<file path="src/rtl/regfile_bypass.sv">
// Register file with three combinational read ports, same-cycle write bypass,
// an auto-incrementing PC in the top register and a registered NZCV CPSR.
module regfile_bypass #(
    parameter int DATA_W      = 8,
    parameter int ADDR_W      = 4,
    parameter int RESET_INDEX = 1,
    parameter int PC_STEP     = 1
) (
    input  logic              clk,
    input  logic              rst_n,
    input  logic [ADDR_W-1:0] rn,
    input  logic [ADDR_W-1:0] rm,
    input  logic [ADDR_W-1:0] str_src_reg,
    input  logic [ADDR_W-1:0] rd,
    input  logic [DATA_W-1:0] wd,
    input  logic              reg_write,
    input  logic              pc_inc,
    input  logic [3:0]        conditions_flags,
    input  logic              cpsr_write,
    output logic [DATA_W-1:0] s1,
    output logic [DATA_W-1:0] s2,
    output logic [DATA_W-1:0] data_to_mem,
    output logic [7:0]        cpsr
);

    localparam int NUM_REGS = 2 ** ADDR_W;
    localparam int PC_IDX   = NUM_REGS - 1;

    logic [DATA_W-1:0] r_regs [NUM_REGS];
    logic [3:0]        r_flags;

    logic w_byp_rn;
    logic w_byp_rm;
    logic w_byp_str;

    // NOTE: the register array is reset explicitly because software relies on
    // the index-valued reset contents; this forces flops rather than a RAM macro.
    always_ff @(posedge clk or negedge rst_n) begin
        if (!rst_n) begin
            for (int i = 0; i < NUM_REGS; i++) begin
                r_regs[i] <= (RESET_INDEX != 0) ? DATA_W'(i) : '0;
            end
        end else begin
            for (int i = 0; i < NUM_REGS; i++) begin
                if (reg_write && rd == ADDR_W'(i)) begin
                    r_regs[i] <= wd;
                end else if (pc_inc && i == PC_IDX) begin
                    r_regs[i] <= r_regs[i] + DATA_W'(PC_STEP);
                end
            end
        end
    end

    always_ff @(posedge clk or negedge rst_n) begin
        if (!rst_n) begin
            r_flags <= 4'b0000;
        end else if (cpsr_write) begin
            r_flags <= conditions_flags;
        end
    end

    // NOTE: bypass is gated by rst_n so a write pending under reset never leaks
    // onto the read ports; the PC increment deliberately has no bypass path.
    assign w_byp_rn  = rst_n && reg_write && (rn == rd);
    assign w_byp_rm  = rst_n && reg_write && (rm == rd);
    assign w_byp_str = rst_n && reg_write && (str_src_reg == rd);

    assign s1          = w_byp_rn  ? wd : r_regs[rn];
    assign s2          = w_byp_rm  ? wd : r_regs[rm];
    assign data_to_mem = w_byp_str ? wd : r_regs[str_src_reg];
    assign cpsr        = {r_flags, 4'b0000};

    a_rd_known: assert property (@(posedge clk) disable iff (!rst_n)
        reg_write |-> !$isunknown(rd));

endmodule
</file>
<file path="config.mk">
export PLATFORM = sky130hd
export DESIGN_NAME = regfile_bypass
export DESIGN_NICKNAME = d
export VERILOG_FILES = /design/src/rtl/regfile_bypass.sv
export SDC_FILE = /design/constraint.sdc
export NUM_CORES = 1
export LEC_CHECK = 0
export ABC_CLOCK_PERIOD_IN_PS = 5300
export CAP_MARGIN = 20
export CORE_ASPECT_RATIO = 1.1
export CORE_MARGIN = 5
export CORE_UTILIZATION = 55
export CTS_BUF_LIST = sky130_fd_sc_hd__clkbuf_8 sky130_fd_sc_hd__clkbuf_16
export DETAILED_ROUTE_END_ITERATION = 6
export GPL_ROUTABILITY_DRIVEN = 1
export HOLD_SLACK_MARGIN = 0.08
export PLACE_DENSITY = 0.85
export REMOVE_ABC_BUFFERS = 1
export SETUP_SLACK_MARGIN = 0.3
export SYNTH_ARGS = -nofsm -noshare
export SYNTH_HDL_FRONTEND = slang
export SYNTH_SLANG_ARGS = --single-unit
</file>
<file path="constraint.sdc">
create_clock -name clk -period 5.3 [get_ports clk]
set_input_delay 1.06 -clock clk [delete_from_list [all_inputs] [get_ports clk]]
set_output_delay 1.06 -clock clk [all_outputs]
set_load 0.03 [all_outputs]
</file>
Word level (Yosys, flattened, before mapping):

Cells that the tools add are included.

* register bits: 132
* input port bits: 33
* output and inout port bits: 32
* word-level logic and storage cells: 78

* $add $sub $neg: 1
* order comparisons: 3
* equal/unequal tests: 18
* mux-type cells: 14
* bitwise operators: 3
* reductions and logical operators: 22

Operators with widths (number)
* binary-select mux 8 bit (select 4 bit): 3
* two-way mux 8 bit: 11
* == test 4 bit, second input constant: 8
* logical AND 1 bit: 20
* == test 4 x 3 -> 1 bit, second input constant: 4
* >= comparator 5 bit, second input constant: 3
* NOT 4 -> 5 bit: 3
* == test 4 bit: 3
* adder 8 x 1 -> 8 bit, second input constant: 1
* == test 4 x 2 -> 1 bit, second input constant: 2
* == test 4 x 1 -> 1 bit, second input constant: 1
* logical NOT 4 bit: 1
* nonzero test 2 bit: 1

Longest topological paths before layout:

* depth after elaboration: 5
* depth in mapped cells: 6
* mapped depth without buffers: 5

Worst setup path after synthesis:

OpenSTA, ideal clock, no wires.

* path type: input to output
* start: input rm[3]
* end: output s2[1]
* arrival: 2.447 ns
* required time: 4.240 ns
* setup slack: 1.793 ns
* cell stages on the path: 6
* path buffers: 2
* cells stage by stage: clkbuf_1 clkbuf_1 mux4_2 mux2i_1 mux2i_1 mux2_2

* longest elaborated chain between the ends: 5
* elaborated cells between the ends (all ways): 7
* classes of those cells: eq/ne (1); mux (4); bitwise (1); reduce/logical (1)

RTL lines
* start: declaration: line 12 `input logic [ADDR_W-1:0] rm,`
* NOT 4 -> 5 bit (not written as such): line 69 `assign s2 = w_byp_rm ? wd : r_regs[rm];`
* binary-select mux 8 bit (select 4 bit): line 69
* two-way mux 8 bit (not written as such) (2 in a row): line 69
* two-way mux 8 bit *: line 69
* end: declaration: line 21 `output logic [DATA_W-1:0] s2,`

Every way passes the cells marked *; elsewhere a longest branch is shown, timed or not. The select of a mux whose other input is x is not followed.

Worst setup path after layout:

* start: input rn[0]
* end: output s1[1]

* longest elaborated chain between the ends: 5
* elaborated cells between the ends (all ways): 7
* classes of those cells: eq/ne (1); mux (4); bitwise (1); reduce/logical (1)

RTL lines
* start: declaration: line 11 `input logic [ADDR_W-1:0] rn,`
* NOT 4 -> 5 bit (not written as such): line 68 `assign s1 = w_byp_rn ? wd : r_regs[rn];`
* binary-select mux 8 bit (select 4 bit): line 68
* two-way mux 8 bit (not written as such) (2 in a row): line 68
* two-way mux 8 bit *: line 68
* end: declaration: line 20 `output logic [DATA_W-1:0] s1,`

Marked as above.

==> summary.md <==
| Metric | Value |
|---|---|
| P per Cell Area | `397.3 nW/um^2` |
| Worst-Margin Slew | `1.053 ns` |
| Area delta synth->final | `14.53%` |
| Total grt overflow | `0` |
| Worst Skew | `0.003773 ns` |
| Period utilisation layout | `0.8467` |
| I/O pin count | `65` |
| Cts bufs inserted | `17` |
| Unrepaired setup endpoints after global routing | `no` |
| Hold EP | `r_flags[0]` |
| H-tree Lvls | `4` |
| Ys Warns | `0` |
| Max Root-Sink Buffers | `2` |
| Initial DRT Pass Iterations | `5` |
| CTS Hold Buffers Added | `0` |
| Die X | `between 100 and 150 um` |
| WL per Instance | `27.98 um` |
| Die Height | `144.2 um` |
| Initial DRC Count | `499` |
| Worst-path clk slew | `0.06 ns` |
| P_leak | `between 4 and 5 nW` |
| R2r setup slk | `about 3.7 ns` |
| Via count | `5969` |
| Syn Std Cell Area | `9005 sq um` |
| CTS sink cnt | `roughly 130` |
| Pre-CTS WS | `0.8364 ns` |
| Reg2Reg Launch Point | `r_regs[0]` |
| Post-cts gate resize count | `0` |
| RR Endpoint | `r_regs[7]` |
| Hold path startpoint | `r_flags[0]` |
| Final net count | `672` |
| Die area | `about 19000 sq um` |
| Post-synthesis register bit count | `132` |
| Final hold violations | `0` |
| Num rows | `49` |
| Layout cells sized above 1 | `0.4762` |
| Largest net degree at the start of global routing | `81` |
| Worst-Skew Late Latency | `0.42 ns` |
| Cell count of the worst reg-to-reg path | `4` |
| Placed Instance Area | `9666 sq um` |
| Peak supply drop | `0.0002962 V` |
| DRT antenna net count | `0` |
| Setup crit end kind | `output port` |
| Netlist cell types | `31` |
| Max Freq | `0.2228 GHz` |
| Final Instance Count excl. Fillers | `855` |
| Minimum clock period | `~4.5 ns` |
| Cells after DPL | `about 820` |
| Fin Setup TNS | `0 ns` |
| Post-CTS Setup Repair Bufs | `0` |
| Number of buffer cells added on primary ports | `60` |
| Starting density of the core | `0.5543` |
| Post-synthesis sequential area ratio | `0.3713` |
| Worst min-delay path category | `register to register` |
| TritonCTS clock tree | `done` |
| Status | `complete, no violations` |
| Initial antenna violation count | `0` |
| Max_slew headroom | `0.2943` |
| Tot GR Track Use | `0.2554` |
| Hold Crit Depth | `1` |
| Drc violations | `0` |
| CP Class | `input pin to output port` |
| Required time of the worst setup path | `~4.2 ns` |
| Total power | `between 4 and 5 mW` |
| Dpl hpwl | `16030 um` |
| First-pass GRT wire length | `between 30000 and 40000 um` |
| Cells after Synth | `590` |
| WP data arrival | `3.43 ns` |
| Vias in the first global route | `6368` |
| CP Max Fanout | `11` |
| Synthesized area per cell | `15.26 sq um` |
| Drt via density | `6.981` |
| Finished Cell Area | `around 10000 sq um` |
| Setup violators final | `0` |
| Ant diodes | `0` |
| Hold Slack | `~0.52 ns` |
| Max-cap check violation count | `0` |
| Max-slew violations | `0` |
| Commonest non-fill, non-tap cell in the layout | `mux2_2` |
| CTS Root Cell | `clkbuf_16` |
| CP Launch Type | `input pin` |
| DRT Wirelength | `~24000 um` |
| Setup ws final | `0.8125 ns` |
| Placer Congestion | `0.9039` |
| Core Area | `16250 sq um` |
| Util after Layout | `0.6348` |
| Most frequent cells in the layout | `148 x mux2_2, 100 x dfrtp_1, 73 x mux2i_1, 59 x mux4_1, 42 x buf_4` |
[Yosys cell counts (all sizes together)]
cell / number / area share
dfrtp: 100 / 0.28
mux2i: 73 / 0.081
o21ai: 8 / 0.0044
a221oi: 1 / 0.00097
inv: 2 / 0.00083
nor3: 7 / 0.0072
nand4: 4 / 0.0028
ha: 1 / 0.0014
buf: 43 / 0.034
nor4: 1 / 0.0014
clkbuf: 18 / 0.0075
nor2: 10 / 0.0053
dfstp: 32 / 0.093
mux2: 148 / 0.19
or4: 1 / 0.00083
mux4: 96 / 0.26
nand2: 18 / 0.0075
o221a: 1 / 0.0013
nand3: 3 / 0.0017
nor2b: 1 / 0.00070
xor2: 5 / 0.0049
conb: 1 / 0.00042
or3: 2 / 0.0014
nand2b: 2 / 0.0014
xnor2: 12 / 0.012
[routing by layer]
layer	part of all wire	up-vias	wire length (um)	track usage
li1	-	2442	-	-
met4	0.046	0	1112	0.1364
met3	0.071	83	1709	0.05672
met5	0	-	0	0
met1	0.39	3109	9419	0.3193
met2	0.49	335	11680	0.4198
[state kept, by name, indices dropped and copies added, names as in the netlist]
register,count
r_flags,4
r_regs,128
[how the worst max path moves through the flow]
stage,start,endpoint,slack [ns],cells after the start
5_1_grt,rn[0],s1[1],0.76,7
3_3_place_gp,rn[0],s1[1],0.84,7
3_5_place_dp,str_src_reg[0],data_to_mem[3],0.84,6
4_1_cts,rn[0],s1[1],0.83,7
2_1_floorplan,str_src_reg[0],data_to_mem[1],2.12,4
6_report,rn[0],s1[1],0.81,7
[where the power goes]
part,leakage [nW],total [mW],internal [mW],switching (mW)
sequential,1.56,1.59,1.31,0.281
clock,0.298,1.22,0.775,0.440
combinational,2.52,1.29,0.739,0.556
[worst max-delay path, cell delays in order]
cell and delay [ns]:
buf_2 0.34, buf_4 0.32, mux4_1 0.59, mux2i_1 0.16, mux2i_1 0.09, mux2_2 0.27, clkdlybuf4s50_1 0.60
[cell families (layout without fill, tap and decap cells)]
logic type               count (synthesis)  in the layout  synth area share
buffers and inverters                   63            121           0.04266
adder cells (fa/ha/maj)                  1              1          0.001389
AND/OR/NAND/NOR                         49             49           0.03015
other                                    1              4         0.0004164
flip-flops                             132            132            0.3713
multiplexers                           317            317            0.5309
AO/OA/AOI/OAI                           10             10          0.006670
XOR/XNOR                                17             17           0.01653
[final cells by class]
type / instances / area [sq um]
Fill cell: 1108 / 5933
Timing Repair Buffer: 87 / 798.3
Clock inverter: 12 / 153.9
Multi-Input combinational cell: 398 / 5289
Clock buffer: 20 / 466.7
Inverter: 2 / 7.507
Tap cell: 204 / 255.2
Sequential cell: 132 / 3343
No activity file was read; power rests on OpenSTA's default activity.
